==> src/rtl/and_gate_arbiter.sv <==
// Round-robin arbiter time-sharing one external AND gate among NUM_REQ requesters.
// Latency: grant edge + GATE_LATENCY+1 edges to response; period GATE_LATENCY+3 cycles.
// Backpressure: requests are held until granted; req_in is ignored while busy. Optional AND_GATE_ARBITER_STATS_EN adds txn_count_out.
module and_gate_arbiter #(
    parameter int NUM_REQ      = 4,
    parameter int INPUT_WIDTH  = 1,
    parameter int GATE_LATENCY = 1
) (
    input  logic                           clock_in,
    input  logic                           reset_in,
    input  logic [NUM_REQ-1:0]             req_in,
    input  logic [NUM_REQ*INPUT_WIDTH-1:0] a_req_in,
    input  logic [NUM_REQ*INPUT_WIDTH-1:0] b_req_in,
    output logic [NUM_REQ-1:0]             gnt_out,
    output logic [INPUT_WIDTH-1:0]         gate_a_out,
    output logic [INPUT_WIDTH-1:0]         gate_b_out,
    input  logic [INPUT_WIDTH:0]           gate_c_in,
    output logic [NUM_REQ-1:0]             rsp_valid_out,
    output logic [INPUT_WIDTH:0]           rsp_data_out,
    output logic                           busy_out
`ifdef AND_GATE_ARBITER_STATS_EN
    ,
    output logic [15:0]                    txn_count_out
`endif
);

    localparam int PTR_W = (NUM_REQ > 1) ? $clog2(NUM_REQ) : 1;
    localparam int CNT_W = 4;

    typedef enum logic [1:0] {
        IDLE    = 2'd0,
        WAIT    = 2'd1,
        RESPOND = 2'd2
    } state_t;

    state_t                 state_q, state_d;
    logic [PTR_W-1:0]       ptr_q, ptr_d;
    logic [PTR_W-1:0]       winner_q, winner_d;
    logic [CNT_W-1:0]       cnt_q, cnt_d;
    logic [NUM_REQ-1:0]     gnt_q, gnt_d;
    logic [NUM_REQ-1:0]     rsp_valid_q, rsp_valid_d;
    logic [INPUT_WIDTH:0]   rsp_data_q, rsp_data_d;
    logic [INPUT_WIDTH-1:0] gate_a_q, gate_a_d;
    logic [INPUT_WIDTH-1:0] gate_b_q, gate_b_d;
    logic                   busy_q, busy_d;
`ifdef AND_GATE_ARBITER_STATS_EN
    logic [15:0]            txn_q, txn_d;
`endif

    logic                   found;
    logic [PTR_W-1:0]       win_idx;
    logic [PTR_W:0]         idx_ext;
    logic [PTR_W-1:0]       idx;
    logic [INPUT_WIDTH-1:0] sel_a, sel_b;
    logic [NUM_REQ-1:0]     win_onehot, rsp_onehot;

    // Walk requesters starting at the pointer, wrapping past NUM_REQ-1.
    always_comb begin
        found   = 1'b0;
        win_idx = '0;
        idx_ext = '0;
        idx     = '0;
        for (int k = 0; k < NUM_REQ; k++) begin
            idx_ext = {1'b0, ptr_q} + (PTR_W+1)'(k);
            if (idx_ext >= (PTR_W+1)'(NUM_REQ)) begin
                idx_ext = idx_ext - (PTR_W+1)'(NUM_REQ);
            end
            idx = idx_ext[PTR_W-1:0];
            if (!found && req_in[idx]) begin
                found   = 1'b1;
                win_idx = idx;
            end
        end
    end

    always_comb begin
        sel_a      = '0;
        sel_b      = '0;
        win_onehot = '0;
        rsp_onehot = '0;
        for (int i = 0; i < NUM_REQ; i++) begin
            if (win_idx == PTR_W'(i)) begin
                sel_a         = a_req_in[i*INPUT_WIDTH +: INPUT_WIDTH];
                sel_b         = b_req_in[i*INPUT_WIDTH +: INPUT_WIDTH];
                win_onehot[i] = 1'b1;
            end
            if (winner_q == PTR_W'(i)) begin
                rsp_onehot[i] = 1'b1;
            end
        end
    end

    always_comb begin
        state_d     = state_q;
        ptr_d       = ptr_q;
        winner_d    = winner_q;
        cnt_d       = cnt_q;
        gnt_d       = '0;
        rsp_valid_d = '0;
        rsp_data_d  = rsp_data_q;
        gate_a_d    = gate_a_q;
        gate_b_d    = gate_b_q;
`ifdef AND_GATE_ARBITER_STATS_EN
        txn_d       = txn_q;
`endif
        case (state_q)
            IDLE: begin
                gate_a_d = '0;
                gate_b_d = '0;
                if (found) begin
                    winner_d = win_idx;
                    gate_a_d = sel_a;
                    gate_b_d = sel_b;
                    gnt_d    = win_onehot;
                    cnt_d    = CNT_W'(GATE_LATENCY);
                    if (win_idx == PTR_W'(NUM_REQ-1)) begin
                        ptr_d = '0;
                    end else begin
                        ptr_d = win_idx + 1'b1;
                    end
                    state_d = WAIT;
                end
            end
            WAIT: begin
                // Counter hits zero one edge after the gate result has settled.
                if (cnt_q == '0) begin
                    rsp_data_d  = gate_c_in;
                    rsp_valid_d = rsp_onehot;
                    gate_a_d    = '0;
                    gate_b_d    = '0;
                    state_d     = RESPOND;
                end else begin
                    cnt_d = cnt_q - 1'b1;
                end
            end
            RESPOND: begin
                state_d = IDLE;
`ifdef AND_GATE_ARBITER_STATS_EN
                if (txn_q != 16'hFFFF) begin
                    txn_d = txn_q + 16'd1;
                end
`endif
            end
            default: begin
                state_d  = IDLE;
                gate_a_d = '0;
                gate_b_d = '0;
            end
        endcase
        busy_d = (state_d != IDLE);
    end

    always_ff @(posedge clock_in or posedge reset_in) begin
        if (reset_in) begin
            state_q     <= IDLE;
            ptr_q       <= '0;
            winner_q    <= '0;
            cnt_q       <= '0;
            gnt_q       <= '0;
            rsp_valid_q <= '0;
            rsp_data_q  <= '0;
            gate_a_q    <= '0;
            gate_b_q    <= '0;
            busy_q      <= 1'b0;
`ifdef AND_GATE_ARBITER_STATS_EN
            txn_q       <= '0;
`endif
        end else begin
            state_q     <= state_d;
            ptr_q       <= ptr_d;
            winner_q    <= winner_d;
            cnt_q       <= cnt_d;
            gnt_q       <= gnt_d;
            rsp_valid_q <= rsp_valid_d;
            rsp_data_q  <= rsp_data_d;
            gate_a_q    <= gate_a_d;
            gate_b_q    <= gate_b_d;
            busy_q      <= busy_d;
`ifdef AND_GATE_ARBITER_STATS_EN
            txn_q       <= txn_d;
`endif
        end
    end

    assign gnt_out       = gnt_q;
    assign rsp_valid_out = rsp_valid_q;
    assign rsp_data_out  = rsp_data_q;
    assign gate_a_out    = gate_a_q;
    assign gate_b_out    = gate_b_q;
    assign busy_out      = busy_q;
`ifdef AND_GATE_ARBITER_STATS_EN
    assign txn_count_out = txn_q;
`endif

endmodule

==> config.mk <==
export PLATFORM = sky130hd
export DESIGN_NAME = and_gate_arbiter
export DESIGN_NICKNAME = d
export VERILOG_FILES = /design/src/rtl/and_gate_arbiter.sv
export SDC_FILE = /design/constraint.sdc
export NUM_CORES = 1
export LEC_CHECK = 0
export CORE_MARGIN = 2
export CORE_UTILIZATION = 43
export DETAILED_ROUTE_END_ITERATION = 10
export PLACE_DENSITY = 0.78
export SETUP_SLACK_MARGIN = 0.05
export SYNTH_ARGS = -nofsm -noshare
export SYNTH_HDL_FRONTEND = slang
export SYNTH_SLANG_ARGS = --single-unit
==> constraint.sdc <==
create_clock -name clock_in -period 2.1 [get_ports clock_in]
set_input_delay 0.525 -clock clock_in [delete_from_list [all_inputs] [get_ports clock_in]]
set_output_delay 0.525 -clock clock_in [all_outputs]
set_load 0.005 [all_outputs]
Word-level counts from Yosys, hierarchy flattened
Index checks and enable logic that the tools add are counted.
- ROM bits: 0
- register bits after elaboration: 23
- input bits: 16
- memories: 0
- memory bits (writable): 0
- bits in latches: 0
- $mul: 0
- mux-type cells: 52
- equality and inequality tests: 11
- add/subtract/negate cells: 9
- bitwise gates (word level): 1
- reductions and logical operators: 16
- $lt $le $gt $ge: 8
- shift-type cells: 0
- divide/modulo/power cells: 0
- operators with widths (cell ; number):
    1-bit 2-to-1 mux ; 27
    4-bit 2-to-1 mux ; 6
    2-bit 2-to-1 mux ; 11
    2-bit by 3-bit less-than comparator with 1-bit output (second input constant) ; 4
    2-bit == test (second input constant) ; 5
    3-bit >= comparator (second input constant) ; 3
    1-bit binary-select mux with 2-bit select ; 4
    4-bit case mux with 2 select lines ; 1
    2-bit by 1-bit subtractor with 2-bit output (second input constant) ; 4
    2-bit by 2-bit adder with 3-bit output (second input constant) ; 2
    2-bit by 1-bit == test with 1-bit output (second input constant) ; 3
    2-bit zero test ; 3
    2-bit inequality test (second input constant) ; 3
    1-bit case mux with 3 select lines ; 2
    2-bit AND reduction ; 3
    4-bit zero test ; 1
    2-bit case mux with 2 select lines ; 1
    2-bit nonzero test ; 2
    4-bit by 1-bit subtractor with 4-bit output (second input constant) ; 1
    2-bit by 1-bit adder with 3-bit output (second input constant) ; 1
    2-bit by 3-bit >= comparator with 1-bit output (second input constant) ; 1
    1-bit logical AND ; 3
    1-bit zero test ; 3
    3-bit AND reduction ; 1
    other kinds (2) ; 2

Depth between registers and ports, before layout
Gate-level depths: netlist of the first run.
- depth after elaboration: 21
- depth in mapped cells: 8
- gate-level depth less buffers: 8

Worst setup path after synthesis of the first run
No wires, ideal clock.
- kind: input -> register
- start point: in req_in[1]
- end point: reg gate_a_q (netlist: gate_a_out)
- path slack: 0.046 ns
- data arrival time: 1.932 ns
- setup time: 0.122 ns
- required time: 1.978 ns
- cell stages on the path: 8
- cells stage by stage: nand2b_1 -> nor3b_1 -> o22ai_1 -> inv_1 -> ha_1 -> a211oi_1 -> o21ai_0 -> a32o_1
- cells in the longest elaborated chain, start to end: 19
- elaborated cells between the ends (all ways): 32
- classes of those cells: eq/ne (3); mux (22); reduce/logical (7)
- ends and longest elaborated chain (item ; RTL line ; RTL):
    start, declared ; 11 ; input logic [NUM_REQ-1:0] req_in,
    1-bit binary-select mux with 2-bit select ; 69 ; if (!found && req_in[idx]) begin
    1-bit 2-to-1 mux (implied by the code) ; 69 ;
    1-bit 2-to-1 mux ; 69 ;
    1-bit zero test ; 69 ;
    1-bit logical AND ; 69 ;
    1-bit 2-to-1 mux ; 69 ;
    1-bit zero test ; 69 ;
    1-bit logical AND ; 69 ;
    [... 2 more ...] ; n/a ;
    1-bit logical AND ; 69 ;
    2-bit 2-to-1 mux (*) ; 69 ;
    via win_idx[0] ; 51 ; logic [PTR_W-1:0] win_idx;
    2-bit zero test ; 82 ; if (win_idx == PTR_W'(i)) begin
    1-bit 2-to-1 mux (3 in series) ; 82 ;
    1-bit 2-to-1 mux (*) ; 82 ;
    1-bit 2-to-1 mux (*) ; 110 ; if (found) begin
    1-bit case mux with 3 select lines (*) ; 106 ; case (state_q)
    end signal, assigned ; 176 ; gate_a_q <= gate_a_d;
    end, declared ; 43 ; logic [INPUT_WIDTH-1:0] gate_a_q, gate_a_d;
The timed path passes the listed nets; every way through them passes the cells marked *. The select of a mux whose other input is x is not followed.
A chain may end at the register's enable or synchronous reset.

Worst setup path in the final report of the first run
- start point: in req_in[2]
- end point: reg gate_a_q (netlist: gate_a_out)
The elaborated chain is that of the path after synthesis.

==> impl_metrics.tcl, run 1 <==
set metrics [dict create \
    finalSetupViolations 0 \
    reg2reg_slack_ps 190 \
    fin_util 0.6677 \
    clockRootBuffer "clkbuf_4" \
    die_w_um 55.12 \
    wirelength_um 2530 \
    rsz0062_at_grt "false" \
    dieArea_mm2 0.003038 \
    yosysTopAreaCellShare 0.5122 \
    synth_top_cell_by_area "dfrtp_1" \
    worst_slack_ps 135.0 \
    fp.dieH_um 55.12 \
    clock_latency_ps 320 \
    setup_tns_ps 0 \
    cp_num_buf_inv 1 \
    drtAntennaViolNets 0 \
    finalClockSkew_ps 4.855 \
    synth_common_cells "dfrtp_1, nand2_1, inv_1, ha_1, nor2b_1" \
    syn_area_per_cell_um2 10.60 \
    crit_family "compound AO/OA/AOI/OAI gates" \
    max_stage_delay_ps 450 \
    period_share 0.9357 \
    p_leak_nw 0.7688 \
    track_usage 0.1970 \
    holdPathEnd "rsp_valid_out[0]" \
    cts_tree "done" \
    core_area_mm2 0.002477 \
    drv_cap 0 \
    antenna_found_initial 0 \
    placementRows 18 \
    critPathKind "in2reg" \
    pre_cts_ws_ps -447.7 \
    port_buffers 28 \
    finalNetCount 176 \
    cts_num_sinks 23 \
    min_path_cells 1 \
    ys_types 28 \
    cts-htree-levels 1 \
    min_from "winner_q[0]" \
    reg2reg_to "gate_a_out" \
    required_ps 2320 \
    hp-class "reg2reg" \
    overflow 0 \
    synth.area.top_cells "dfrtp_1, ha_1, nand2_1, inv_1, nor2b_1" \
    path_max_fanout 4 \
    ios 29 \
    tightestPinTransition_ps 745.9 \
    drc 0 \
    worst_path_max_delay_cell "o32a_2" \
    cts-buffers-inserted 3 \
    grt_max_degree 24 \
    status "complete, no violations" \
    wl_per_cell_um 13.83 \
    final-hold-violation-count 0 \
    synth_edf_count 0 \
    ys_seq_elements 23 \
    vdd_drop_max_v 0.0007400 \
    p_total_mw 2.048 \
    relSlewSlack 0.5000 \
    synth_most_common_cell "dfrtp_1" \
    startpoint_type "primary input" \
    period_needed_ps 1965 \
    hold-worst-slack_ps 459.6 \
    fmax_mhz 508.9 \
    vias_per_cell 5.219 \
    synthCells 106 \
    clk_pin_slew_ps 120 \
    r2r_cells 8 \
    endpoint_kind "flop" \
    worstReg2RegStart "ptr_q[0]" \
    dr.pass1.iters 5 \
    synth_area_mm2 0.001124 \
    yosys_warnings 0 \
    vias 955 \
    synthArstFlopShare 1.000 \
    slew_viol_final 0 \
    cts_buffer_depth 2 \
    grt_pass1_vias 920 \
    grt_pass1_wl_um 4071 \
    synth_nets 128 \
    synth_ff_type "dfrtp_1" \
    power.density_mw_per_mm2 1238 \
    areaGrowthSynthToFinish_pct 47.22 \
    seq_area_frac_synth 0.5122 \
    place_hpwl_um 1718 \
    drtIter0Drc 18 \
    start_util 0.4535 \
    finalWeightedCongestion 0.7148 \
    antenna_cells 0 \
    final_layout_size_suffix_gt1_frac 0.2484 \
    path_cells "dlygate4sd2_1, nor2b_2, o32a_2, ha_4, a211oi_2, o21ai_1, a32o_1" \
    crit_arrival_ps 2180 \
]
[registers in the layout, summed over array words and instances (netlist names)]
| register | count |
|---|---|
| state_q | 2 |
| cnt_q | 4 |
| rsp_data_out | 2 |
| ptr_q | 2 |
| rsp_valid_out | 4 |
| gate_a_out | 1 |
| busy_out | 1 |
| winner_q | 2 |
| gnt_out | 4 |
| gate_b_out | 1 |
[worst max path at each step]
stage	from	endpoint	slack, ps	depth (start not counted)
floorplan	req_in[1]	gate_a_out	150	8
global placement	req_in[0]	gate_a_out	-410	9
detailed placement	req_in[1]	gate_a_out	-450	8
CTS	req_in[3]	gate_b_out	60	9
global route	req_in[2]	gate_b_out	50	9
finish	req_in[2]	gate_a_out	140	7
[worst register-to-register path: stages, from the launching register on]
cell and delay, ps:
dfrtp_1 460, nor2b_2 160, nor3b_1 70, o22ai_2 250, inv_2 120, ha_4 200, a211oi_2 190, o21ai_1 90
a32o_1 260
[cells in the final DEF, fill, tap and decap left out, drive strengths merged, types with 2 or more instances in the layout]
cell type and instances:
nor2 3, buf 16, inv 10, ha 6, clkdlybuf4s50 24, nor3 5, nor3b 3, a32o 2
a211oi 2, mux2 3, mux2i 2, clkbuf 4, and2 4, o21ai 5, a21oi 5, o22ai 2
nand2 14, nand2b 2, dfrtp 23, dlygate4sd2 3, and3 2, nor2b 6, nor4 2
[metrics by stage]
stage          cell area (um2)  std cells
2_1_floorplan             1130        106
5_1_grt                   1654        183
4_1_cts                   1643        182
6_report                  1654        183
3_5_place_dp              1526        175
3_3_place_gp              1526        175
[per-layer routing]
metal	global-route usage	vias up	part of all wire
met3	0.03226	6	0.046
met1	0.2306	459	0.42
met2	0.3532	30	0.51
li1	-	460	-
met4	0.08537	0	0.019
met5	0	-	0
[layout make-up]
type	count	area, um2
Inverter	10	37.54
Sequential cell	23	575.6
Tap cell	30	37.54
Clock buffer	4	26.28
Timing Repair Buffer	44	402.9
Multi-Input combinational cell	72	574.3
Fill cell	196	823.3
[cells by family after synthesis]
kind of cell	after synthesis	synth area share
DFF	23	0.5122
muxes	5	0.05122
and+or+nand+nor	41	0.2082
AOI/OAI and AO/OA	20	0.1180
buffers and inverters	11	0.04343
adders and majority gates	6	0.06681
[timing repair]
item / in CTS / in global routing
setup endpoints to repair: 2 / 4
endpoints found under the hold margin: 0 / 0
buffers inserted: 3 / 1
hold buffers: 0 / 0
pin swaps: 3 / 1
resized for setup: 21 / 2
[report_power, final]
part	switching [mW]	internal (mW)	leakage [nW]
clock	0.133	0.0744	0.0150
sequential	0.132	0.600	0.292
combinational	0.497	0.612	0.462
total	0.762	1.29	0.769
Note: power is estimated with default switching activity, not from simulation.
==> inputs of run 2 (changes only) <==
Settings changed: CTS_CLUSTER_DIAMETER set to 200.
==> results of run 2 <==
Same layout as run 1: the final DEF is identical, and so are final timing and power.
